<file path="config.mk">
export PLATFORM = sky130hd
export DESIGN_NAME = word_serializer
export DESIGN_NICKNAME = d
export VERILOG_FILES = /design/src/rtl/word_serializer.sv
export SDC_FILE = /design/constraint.sdc
export NUM_CORES = 1
export LEC_CHECK = 0
export ABC_AREA = 1
export ABC_CLOCK_PERIOD_IN_PS = 2900
export BUFFER_PORTS_ARGS = -buffer_cell sky130_fd_sc_hd__buf_4
export CORE_MARGIN = 4
export CORE_UTILIZATION = 58
export CTS_CLUSTER_DIAMETER = 100
export DETAILED_ROUTE_END_ITERATION = 16
export GPL_TIMING_DRIVEN = 0
export PLACE_DENSITY = 0.79
export SLEW_MARGIN = 20
export SYNTH_ARGS = -nofsm -noshare
export SYNTH_HDL_FRONTEND = slang
export SYNTH_HIERARCHICAL = 1
export SYNTH_SLANG_ARGS = --single-unit
</file>
<file path="constraint.sdc">
create_clock -name clk -period 2.9 [get_ports clk]
set_input_delay 0.29 -clock clk [delete_from_list [all_inputs] [get_ports clk]]
set_output_delay 0.29 -clock clk [all_outputs]
set_load 0.02 [all_outputs]
</file>
<file path="src/rtl/word_serializer.sv">
// -----------------------------------------------------------------------------
// word_serializer
//
// Captures a parallel word on a read request and shifts it out serially,
// MSB first, with a frame strobe, a busy flag and a one-cycle completion
// pulse. Each serial bit is held for CLKDIV clock cycles.
//
// Parameters:
//   WIDTH  - word width in bits (>= 2)
//   CLKDIV - clock cycles per serial bit (>= 1)
//
// Ports:
//   clk    in   rising-edge clock, the only clock
//   rst    in   synchronous active-high reset
//   rout   in   read request, only looked at while idle
//   Datain in   parallel word, captured on the accepting edge
//   sdo    out  serial data, MSB first, 0 outside a frame
//   sframe out  high while the word is being shifted out
//   busy   out  high from acceptance until the cycle after done
//   done   out  one-cycle pulse after the last bit period
// -----------------------------------------------------------------------------

// Protocol invariants on the serializer outputs.
module word_serializer_checker (
  input logic clk,
  input logic rst,
  input logic sdo,
  input logic sframe,
  input logic busy,
  input logic done
);

  // A frame can only be in progress while the block reports busy.
  a_frame_implies_busy: assert property (@(posedge clk) disable iff (rst)
    sframe |-> busy);

  // The serial line is quiet whenever no frame is in progress.
  a_sdo_quiet_outside_frame: assert property (@(posedge clk) disable iff (rst)
    !sframe |-> !sdo);

  // The completion pulse happens outside the frame but while still busy.
  a_done_after_frame: assert property (@(posedge clk) disable iff (rst)
    done |-> (busy && !sframe && !sdo));

  // The completion pulse lasts exactly one cycle.
  a_done_single_cycle: assert property (@(posedge clk) disable iff (rst)
    done |=> !done);

endmodule

module word_serializer #(
  parameter int WIDTH  = 16,
  parameter int CLKDIV = 1
) (
  input  logic             clk,
  input  logic             rst,
  input  logic             rout,
  input  logic [WIDTH-1:0] Datain,
  output logic             sdo,
  output logic             sframe,
  output logic             busy,
  output logic             done
);

  // Counter widths never drop below one bit, so CLKDIV=1 still has a
  // (constant-zero) divider register.
  localparam int DIV_W = (CLKDIV > 1) ? $clog2(CLKDIV) : 1;
  localparam int CNT_W = (WIDTH  > 1) ? $clog2(WIDTH)  : 1;

  localparam logic [DIV_W-1:0] DIV_LAST = DIV_W'(CLKDIV - 1);
  localparam logic [CNT_W-1:0] CNT_LAST = CNT_W'(WIDTH - 1);

  typedef enum logic [1:0] {
    ST_IDLE  = 2'd0,
    ST_SHIFT = 2'd1,
    ST_DONE  = 2'd2
  } state_e;

  state_e           state_q,  state_d;
  logic [WIDTH-1:0] shreg_q,  shreg_d;
  logic [CNT_W-1:0] bitcnt_q, bitcnt_d;
  logic [DIV_W-1:0] div_q,    div_d;

  logic sdo_q,    sdo_d;
  logic sframe_q, sframe_d;
  logic busy_q,   busy_d;
  logic done_q,   done_d;

  // State, datapath and output registers with synchronous reset.
  always_ff @(posedge clk) begin
    if (rst) begin
      state_q  <= ST_IDLE;
      shreg_q  <= '0;
      bitcnt_q <= '0;
      div_q    <= '0;
      sdo_q    <= 1'b0;
      sframe_q <= 1'b0;
      busy_q   <= 1'b0;
      done_q   <= 1'b0;
    end else begin
      state_q  <= state_d;
      shreg_q  <= shreg_d;
      bitcnt_q <= bitcnt_d;
      div_q    <= div_d;
      sdo_q    <= sdo_d;
      sframe_q <= sframe_d;
      busy_q   <= busy_d;
      done_q   <= done_d;
    end
  end

  // Next-state logic: request acceptance, bit timing and shifting.
  always_comb begin
    state_d  = state_q;
    shreg_d  = shreg_q;
    bitcnt_d = bitcnt_q;
    div_d    = div_q;

    case (state_q)
      ST_IDLE: begin
        if (rout) begin
          shreg_d  = Datain;
          bitcnt_d = CNT_LAST;
          div_d    = '0;
          state_d  = ST_SHIFT;
        end else begin
          state_d  = ST_IDLE;
        end
      end

      ST_SHIFT: begin
        if (div_q == DIV_LAST) begin
          if (bitcnt_q == '0) begin
            // Last bit period over; counters are left as they are and
            // reloaded on the next acceptance.
            state_d = ST_DONE;
          end else begin
            shreg_d  = {shreg_q[WIDTH-2:0], 1'b0};
            bitcnt_d = bitcnt_q - CNT_W'(1);
            div_d    = '0;
          end
        end else begin
          div_d = div_q + DIV_W'(1);
        end
      end

      ST_DONE: begin
        state_d = ST_IDLE;
      end

      default: begin
        state_d  = ST_IDLE;
        shreg_d  = '0;
        bitcnt_d = '0;
        div_d    = '0;
      end
    endcase
  end

  // Output logic: decoded from the next state so the registered outputs
  // line up with the state they describe.
  always_comb begin
    sdo_d    = 1'b0;
    sframe_d = 1'b0;
    busy_d   = 1'b0;
    done_d   = 1'b0;

    case (state_d)
      ST_IDLE: begin
        sdo_d    = 1'b0;
        sframe_d = 1'b0;
        busy_d   = 1'b0;
        done_d   = 1'b0;
      end

      ST_SHIFT: begin
        sdo_d    = shreg_d[WIDTH-1];
        sframe_d = 1'b1;
        busy_d   = 1'b1;
        done_d   = 1'b0;
      end

      ST_DONE: begin
        sdo_d    = 1'b0;
        sframe_d = 1'b0;
        busy_d   = 1'b1;
        done_d   = 1'b1;
      end

      default: begin
        sdo_d    = 1'b0;
        sframe_d = 1'b0;
        busy_d   = 1'b0;
        done_d   = 1'b0;
      end
    endcase
  end

  assign sdo    = sdo_q;
  assign sframe = sframe_q;
  assign busy   = busy_q;
  assign done   = done_q;

  word_serializer_checker u_checker (
    .clk    (clk),
    .rst    (rst),
    .sdo    (sdo_q),
    .sframe (sframe_q),
    .busy   (busy_q),
    .done   (done_q)
  );

endmodule

</file>
==> summary.md <==
| Metric | Value |
|---|---|
| Post-DP HPWL | 1840 microns |
| Maximum clock rate | 0.610 GHz |
| Sequential fraction of design power | 51.9% |
| Synth Cell Area | 1280 sq um |
| GRT Total Usage | 18.7% |
| Post-route antenna net violation count | 0 |
| TritonCTS Buffers | 3 |
| Portion of the post-synthesis area used by sequential elements | 40.8% |
| Total overflow reported by the global router | 0 |
| Total internal power | 0.000538 W |
| Most common cell type on the critical path | nand2_1 |
| Maximum number of pins on one net before global-route repair | 14 |
| I/O Buffers | 22 |
| Result of the run | finished, final reports clean |
| List of cells traversed by the critical path | inv_1, ha_1, nand2_1, nand2_1, nand2_1, inv_1, ha_1, nor2_1 |
| Depth of the CTS H-tree | 1 |
| Final nets | 227 |
| DR vias | 1,167 |
| Ratio of final minimum period to clock period | 56.6% |
| Switching share of power | 33.2% |
| Drt pass-1 iters | 5 |
| Cell count after synthesis | 177 |
| Final critical-path required period | 1.64 ns |
| Number of antenna violations at the first check in global routing | 0 |
| Post-synthesis cell type with the largest combined area | dfxtp_1 |
| Async S/R FF share, synth | 0% |
| CTS Buffer Depth | 2 |
| CP Class | reg -> reg |
| Area of the core | 2020 sq um |
| CP peak stage delay | 0.38 ns |
| Worst hold path stage count | 2 |
| Total count of hold-check failures in the final report | 0 |
| Die area | 3020 sq um |
| Area of combinational cells with multiple inputs | 611 sq um |
| Filler cell count in the final layout | 162 |
| Placed Instances | 226 |
| Worst Max-Slew Pin Slew | 0.588 ns |
| Peak VDD IR | 0.350 mV |
| Register clock-pin slew on the reported worst setup and hold paths | 0.13 ns |
| Net switching component of the power | 0.000268 W |
| Pins Over Slew Limit | 0 |
| Yosys top cell area share | 40.8% |
| Vias in the first global route | 965 |
| Post-detailed-routing wire length | 2470 microns |
| Number of buffers added for setup after CTS | 0 |
| Final setup fails | 0 |
| Floorplan die height | 54.9 microns |
| Highest-count cells in the layout ignoring fill and taps | nand2_1 (59), dfxtp_1 (26), inv_1 (25) |
| Clock insertion delay at the later pin of the skew report | 0.31 ns |
| RSZ-0062 raised after global routing | false |
| Number of enable flip-flop cells after synthesis | 0 |
| Min-delay worst type | in -> reg |
| Horiz. Die Dim | 54.9 microns |
| Proportion of layout cells with a drive suffix above 1 | 22.3% |
| Critical path fanouts, max | 7 |
| Number of synthesis warnings | 6 |
| CTS resizes | 0 |
| Wire length of the first global-routing pass | 4080 microns |
| Total of hold buffers inserted after clock tree synthesis | 0 |
| Critical Path Source Type | register |
| Required time worst endpoint | 3.16 ns |
| Ranking of synthesized cells by area | dfxtp_1 (41%), nand2_1 (17%), nand3_1 (7.8%) |
| Post-Route Skew | 0.00174 ns |
| Top_reg_cell synth | dfxtp_1 |
| Number of top-level pins | 23 |
| Commonest non-fill, non-tap cell in the layout | nand2_1 |
| Part of the total power dissipated in the clock network | 18.5% |
| Design Area, Final | 1500 sq um |
| Endpoint type of the worst setup path | register |
| Flop and latch count out of synthesis | 26 |
| Cell at the root of the clock tree | clkbuf_4 |
| Sequential cell area | 520 sq um |
| Setup total negative slack | 0 ns |
| Power density normalized to cell area | 538 nW/um^2 |
| Non-Filler Instances | 229 |
| Combinational group share of total power | 29.6% |
| Row Count | 16 |
| Max-cap violations | 0 |
| Number of distinct library cells after synthesis | 21 |
| Drt initial violations | 26 |
| Internal reg-to-reg setup slack | 1.26 ns |
| CTS tree | built |
| Wirelength per Cell | 10.8 microns |
| Worst endpoint data arrival time | 1.90 ns |
| Post-route DRC violation count | 0 |
| Clk sinks | 26 |
| Worst relative slew slack | 60.8% |
| Crit path max-delay cell type | dfxtp_1 |
| Weighted congestion reported at the end of routability-driven placement | 0.762 |
| Routed vias/inst | 5.10 |
| Antenna diodes | 0 |
| Layout overhead on the synthesized area | 17.4% |
| Pre-CTS worst setup slack | 1.30 ns |
| Initial core utilization | 63.1% |
| Static leakage | 0.721 nW |
| Mean cell area of the mapped netlist | 7.21 sq um |
| Minimum setup slack in the final design | 1.26 ns |
| Net count of the mapped netlist | 200 |
| Number of cell instances on the worst register-to-register path | 8 |
| Placement Cell Area | 1480 sq um |
[metrics by stage]
step / hold slack [ns] / total power [W] / util [%]
6_report: 0.148 / 0.000806 / 74.1
5_1_grt: 0.142 / 0.000858 / 74.1
4_1_cts: 0.141 / 0.000810 / 74.1
3_5_place_dp: 0.459 / 0.000665 / 73.0
3_3_place_gp: 0.448 / 0.000656 / 73.0
2_1_floorplan: 0.359 / 0.000596 / -
[synth_stat cells, types with 2 or more instances]
cell type	n
nand2_1	59
dfxtp_1	26
inv_1	25
nand3_1	20
a21oi_1	12
a21oi_2	9
nor2_1	6
ha_1	4
buf_2	2
buf_6	2
nand2_2	2
[worst max-delay path: cells and delay by family, from the launching register on]
family        cells  cell delay (ns)
buf+inv           2             0.15
simple gates      4             0.52
flops             1             0.38
fa+ha+maj         2             0.54
[power by group through the flow]
stage	Clock [W]	Combinational (W)	Sequential [W]
after CTS	0.000152	0.000240	0.000418
after floorplan	0	0.000167	0.000428
after detailed placement	0	0.000238	0.000426
final	0.000149	0.000238	0.000418
after global placement	0	0.000231	0.000425
after global routing	0.000168	0.000269	0.000422
[flip-flops by register name, summed over array words and instances, names as in the netlist]
| name | cells |
|---|---|
| shreg_q | 16 |
| bitcnt_q | 4 |
| state_q | 2 |
| busy | 1 |
| done | 1 |
| sdo | 1 |
| sframe | 1 |
[kinds of logic after synthesis]
| group | count (synthesis) | synth area share [%] |
|---|---|---|
| AND/OR/NAND/NOR | 91 | 32.0 |
| buffers and inverters | 33 | 11.4 |
| flip-flops | 26 | 40.8 |
| AO/OA/AOI/OAI | 22 | 11.3 |
| adder cells (fa/ha/maj) | 4 | 3.92 |
| XOR/XNOR | 1 | 0.686 |
[worst paths after layout]
kind,end,startpoint
setup / recovery,busy$_SDFF_PP0_,bitcnt_q[0]$_SDFFE_PP0P_
hold / removal,shreg_q[7]$_SDFFE_PP0P_,rst
setup reg to reg,busy$_SDFF_PP0_,bitcnt_q[0]$_SDFFE_PP0P_
hold reg to reg,shreg_q[11]$_SDFFE_PP0P_,shreg_q[11]$_SDFFE_PP0P_
[cell type report]
class | instances | share of cell area (%)
well taps | 27 | 2.26
multi-input cells | 118 | 40.8
repair buffers | 22 | 11.0
clock buffers | 3 | 1.50
inverters | 26 | 6.52
plain buffers | 7 | 3.17
flip-flops and latches | 26 | 34.8
[metal layers]
metal	global-route usage [%]	share of wire [%]
met5	0	0
met3	2.95	5.7
met4	8.10	1.0
met1	22.6	42
met2	32.7	51
Note: power is estimated with default switching activity, not from simulation.
